$ cat src/rtl/sseg_scan_driver.sv
// Time-multiplexed driver for an active-low common-anode seven-segment display.
// Scans one digit per slot, snapshots inputs once per frame, blanks ghosting and leading zeros.
module sseg_scan_driver #(
    parameter int N_DIGITS     = 8,
    parameter int SCAN_DIV     = 100000,
    parameter int BLANK_CYCLES = 1000
) (
    input  logic                  clk,
    input  logic                  reset,
    input  logic [4*N_DIGITS-1:0] digits,
    input  logic [N_DIGITS-1:0]   dp,
    input  logic [N_DIGITS-1:0]   digit_en,
    input  logic                  blank_lz,
    output logic [N_DIGITS-1:0]   an,
    output logic [6:0]            seg,
    output logic                  dp_n,
    output logic                  frame_start
);

    localparam int CW = (SCAN_DIV > 1) ? $clog2(SCAN_DIV) : 1;
    localparam int IW = (N_DIGITS > 1) ? $clog2(N_DIGITS) : 1;
    localparam logic [CW-1:0] CNT_LAST = CW'(SCAN_DIV - 1);
    localparam logic [IW-1:0] IDX_LAST = IW'(N_DIGITS - 1);

    logic [CW-1:0]         cnt;
    logic [IW-1:0]         idx;
    logic [4*N_DIGITS-1:0] snap_digits;
    logic [N_DIGITS-1:0]   snap_dp;
    logic [N_DIGITS-1:0]   snap_en;
    logic                  snap_lz;

    logic [N_DIGITS-1:0] dark;
    logic                hi_zero;
    logic [3:0]          cur_nib;
    logic                cur_dark;
    logic                cur_dp;
    logic [N_DIGITS-1:0] an_sel;
    logic                blank_now;

    function automatic logic [6:0] decode(input logic [3:0] v);
        case (v)
            4'd0:    decode = 7'h40;
            4'd1:    decode = 7'h79;
            4'd2:    decode = 7'h24;
            4'd3:    decode = 7'h30;
            4'd4:    decode = 7'h19;
            4'd5:    decode = 7'h12;
            4'd6:    decode = 7'h02;
            4'd7:    decode = 7'h78;
            4'd8:    decode = 7'h00;
            4'd9:    decode = 7'h10;
            default: decode = 7'h3F;
        endcase
    endfunction

    // Leading-zero run is tracked from the most significant digit downward.
    always_comb begin
        hi_zero = 1'b1;
        dark    = '0;
        for (int i = N_DIGITS - 1; i >= 0; i--) begin
            hi_zero = hi_zero && (snap_digits[4*i +: 4] == 4'd0) && !snap_dp[i];
            dark[i] = !snap_en[i] || (snap_lz && (i != 0) && hi_zero);
        end
    end

    always_comb begin
        cur_nib  = 4'd0;
        cur_dark = 1'b1;
        cur_dp   = 1'b0;
        an_sel   = '1;
        for (int i = 0; i < N_DIGITS; i++) begin
            if (idx == IW'(i)) begin
                cur_nib   = snap_digits[4*i +: 4];
                cur_dark  = dark[i];
                cur_dp    = snap_dp[i];
                an_sel[i] = 1'b0;
            end
        end
        blank_now = (int'(cnt) < BLANK_CYCLES);
    end

    always_ff @(posedge clk) begin
        if (reset) begin
            cnt         <= '0;
            idx         <= '0;
            an          <= '1;
            seg         <= 7'h7F;
            dp_n        <= 1'b1;
            frame_start <= 1'b0;
            snap_digits <= digits;
            snap_dp     <= dp;
            snap_en     <= digit_en;
            snap_lz     <= blank_lz;
        end else begin
            frame_start <= 1'b0;
            if (cnt == CNT_LAST) begin
                cnt <= '0;
                if (idx == IDX_LAST) begin
                    idx         <= '0;
                    frame_start <= 1'b1;
                    snap_digits <= digits;
                    snap_dp     <= dp;
                    snap_en     <= digit_en;
                    snap_lz     <= blank_lz;
                end else begin
                    idx <= idx + 1'b1;
                end
            end else begin
                cnt <= cnt + 1'b1;
            end

            if (blank_now || cur_dark) begin
                an   <= '1;
                seg  <= 7'h7F;
                dp_n <= 1'b1;
            end else begin
                an   <= an_sel;
                seg  <= decode(cur_nib);
                dp_n <= !cur_dp;
            end
        end
    end

endmodule

$ cat config.mk
export PLATFORM = sky130hd
export DESIGN_NAME = sseg_scan_driver
export DESIGN_NICKNAME = d
export VERILOG_FILES = /design/src/rtl/sseg_scan_driver.sv
export SDC_FILE = /design/constraint.sdc
export NUM_CORES = 1
export LEC_CHECK = 0
export ABC_CLOCK_PERIOD_IN_PS = 3260
export CORE_MARGIN = 2
export CORE_UTILIZATION = 32
export DETAILED_ROUTE_END_ITERATION = 7
export MAX_ROUTING_LAYER = met4
export SETUP_SLACK_MARGIN = 0.3
export SYNTH_ARGS = -nofsm -noshare
export SYNTH_HDL_FRONTEND = slang
export SYNTH_SLANG_ARGS = --single-unit
$ cat constraint.sdc
create_clock -name clk -period 3.26 [get_ports clk]
set_input_delay 0.489 -clock clk [delete_from_list [all_inputs] [get_ports clk]]
set_output_delay 0.489 -clock clk [all_outputs]
set_load 0.1 [all_outputs]
==> reports/qor.txt <==
Post-Place Setup Slack = 0.502 ns
CTS Root Buffer Type = clkbuf_16
leakage power = 1.75 nW
setup bufs post-CTS = 0
Die Area = 12800 um2
async set-reset flop share out of synthesis = 0%
peak supply drop = 241 uV
required time of the critical path = 3.53 ns
Num CTS Buffers = 9
largest net degree at the start of global routing = 42
post-layout instance area = 4940 um2
measured slew at the worst slew-check pin = 0.969 ns
Seq/Total Area, Yosys = 58.1%
PortBufs = 67
Worst Clk Skew = 0.00820 ns
GP Congestion = 0.934
DRT Pass-1 Iters = 7
ant diodes = 0
dpl hpwl = 6.12 mm
Synth Net Count = 396
Core Area = 11500 um2
Remaining DRCs = 4
fraction of layout cells with a size suffix above 1 = 9.38%
Synth Instances = 333
Iter 0 DRT Violations = 189
row cnt = 39
Mean Syn Cell Area = 11.4 um2
wirelength, routed = 8.24 mm
H-Tree Depth = 3
Die Ht = 113 um
Post-Syn Area = 3810 um2
Top FF cell, synth = edfxtp_1
via count = 2759
YS warnings = 0
Hold Path Class = reg2reg
Tmin final = 2.71 ns
vias in the first global route = 2685
# setup viols final = 0
clock sinks = 86
Worst setup SP type = flop
RSZ-0062 raised after global routing = false
CTS clock-pin slew for the worst setup and hold paths = 0.06 ns
Clock Latency Late Sink = 0.34 ns
number of antenna violations at the first check in global routing = 0
total power draw = 2.43 mW
Max Cap Viol = 0
Via density = 5.03
Post-synth EDFFs = 49
max_slew headroom = 35.2%
post-route setup TNS = 0 ns
hold depth = 1
crit end category = flop
PD cells = 492 nW/um2
clk buf depth = 2
max-slew violations = 0
final period utilization = 83.1%
worst setup path class = reg2reg
arrival time at the worst endpoint = 2.98 ns
FF-to-FF path depth = 11
total grt overflow = 0
area post-placement = 4620 um2
Ports = 68
area grow syn2layout = 29.8%
Final #Nets = 463
endpoints failing hold = 0
first-pass GRT wire length = 13.5 mm
distinct cell type count after synthesis = 58
Yosys reg bits = 86
Worst Slack Setup Final = 0.552 ns
outcome = finished, violations left
failing checks = DRC
Initial Util = 33.1%
Horiz. Die Dim = 113 um
CTS tree = built
GRT Total Usage = 14.1%
CP max FO = 12
Wirelength per Cell = 15.0 um
Antenna Violating Nets Remaining = 0
Fmax achieved = 369 MHz
## placed cells by master, fill, tap and decap left out, types with 3 or more instances in the layout
cell type / n
clkdlybuf4s50_1: 67
a211oi_1: 4
o211ai_1: 3
nor2_1: 39
o21a_1: 3
nor4_1: 4
a221o_1: 3
nand4_1: 5
xor2_1: 9
a21oi_1: 10
or4_1: 4
dfxtp_1: 37
o21ai_0: 10
nand3_1: 14
nor3_1: 5
and3_1: 4
nand2_1: 21
buf_4: 6
nor2b_1: 6
ha_1: 11
mux2i_1: 4
edfxtp_1: 49
inv_1: 14
clkbuf_16: 9
xnor2_1: 6
a22oi_1: 5
## final timing paths
| check | to | slack [ns] | start |
|---|---|---|---|
| worst min register to register | cnt[0] | 0.46 | cnt[0] |
| worst max-delay path | seg[3] | 0.55 | idx[0] |
| worst min-delay path | cnt[0] | 0.46 | cnt[0] |
| worst max register to register | seg[3] | 0.55 | idx[0] |
## logic make-up (layout without fill, tap and decap cells)
logic type	Yosys count	count (layout)	share of synthesized area [%]
DFF	86	86	58.1
buffers and inverters	33	105	4.34
adders and majority gates	12	12	3.94
xor gates and xnor gates	15	15	3.45
muxes	4	4	1.05
and+or+nand+nor	121	121	16.8
AOI/OAI and AO/OA	62	62	12.3
## metrics by stage
step	util, %	std cells	hold WS (ns)
after floorplan	-	333	0.430
after global placement	40.1	532	0.448
after detailed placement	40.1	532	0.449
after CTS	42.9	548	0.462
after global routing	42.9	548	0.489
final	42.9	548	0.460
## per-layer routing
layer / track usage, % / part of all wire, % / vias to the layer above
met1: 18.8 / 48 / 1300
li1: - / - / 1352
met2: 19.7 / 44 / 90
met3: 3.48 / 5.1 / 17
met5: - / 0 / -
met4: 7.56 / 3.3 / 0
## cell usage after synthesis (2+ instances only)
cell | count | area [um2]
nor4_1 | 4 | 25.0
and4_1 | 2 | 17.5
nand3_1 | 14 | 70.1
buf_4 | 5 | 37.5
xor2_1 | 9 | 78.8
nand2_1 | 21 | 78.8
o211ai_1 | 3 | 22.5
o41ai_1 | 2 | 17.5
edfxtp_1 | 49 | 1470
a221oi_1 | 2 | 17.5
a22oi_1 | 5 | 37.5
o22ai_1 | 2 | 12.5
and3_1 | 4 | 25.0
xnor2_1 | 6 | 52.6
a221o_1 | 3 | 30.0
buf_6 | 2 | 22.5
a21o_1 | 2 | 15.0
or2_2 | 2 | 12.5
a211oi_1 | 4 | 30.0
or4_1 | 4 | 30.0
buf_2 | 6 | 30.0
dfxtp_1 | 37 | 741
ha_1 | 12 | 150
nand3b_1 | 2 | 15.0
and2_1 | 2 | 12.5
nor3_1 | 5 | 25.0
o21a_1 | 3 | 22.5
inv_1 | 14 | 52.6
nand4_1 | 5 | 31.3
nor2b_1 | 6 | 37.5
o21ai_0 | 10 | 50.1
nor4_4 | 2 | 42.5
clkbuf_1 | 5 | 18.8
nand2b_1 | 3 | 18.8
nor2_1 | 39 | 146
mux2i_1 | 4 | 40.0
a221oi_2 | 2 | 30.0
a21oi_1 | 11 | 55.1
## critical path, cell delays in order, from the launching register on
cell,delay [ns]
dfxtp_1,0.35
ha_1,0.24
ha_1,0.35
or2_2,0.33
a221o_1,0.27
o211a_1,0.15
o22a_2,0.26
inv_1,0.12
ha_1,0.25
mux2i_1,0.13
nor2_1,0.05
o21ai_0,0.14
## power breakdown
group / total (mW) / leakage (nW) / switching [mW] / internal (mW)
combinational: 0.128 / 0.810 / 0.0517 / 0.0765
clock: 1.09 / 0.157 / 0.416 / 0.676
sequential: 1.21 / 0.779 / 0.0217 / 1.19
total: 2.43 / 1.75 / 0.490 / 1.94
## state kept, by name, summed over array words and instances (netlist names)
signal	count
cnt	17
snap_dp	8
idx	3
snap_lz	1
dp_n	1
frame_start	1
snap_digits	32
seg	7
an	8
snap_en	8
## final cells by class
type,instances,area (um2)
fillers,1103,6570
flip-flops and latches,86,2210
multi-input cells,214,1440
repair buffers,74,736
clock buffers,10,229
well taps,143,179
clock inverters,6,91.3
inverters,15,56.3
## timing repair
action / CTS / global route
endpoints found under the setup margin: 0 / 5
hold buffers: 0 / 0
resized for setup: 0 / 2
Note: power is estimated with default switching activity, not from simulation.
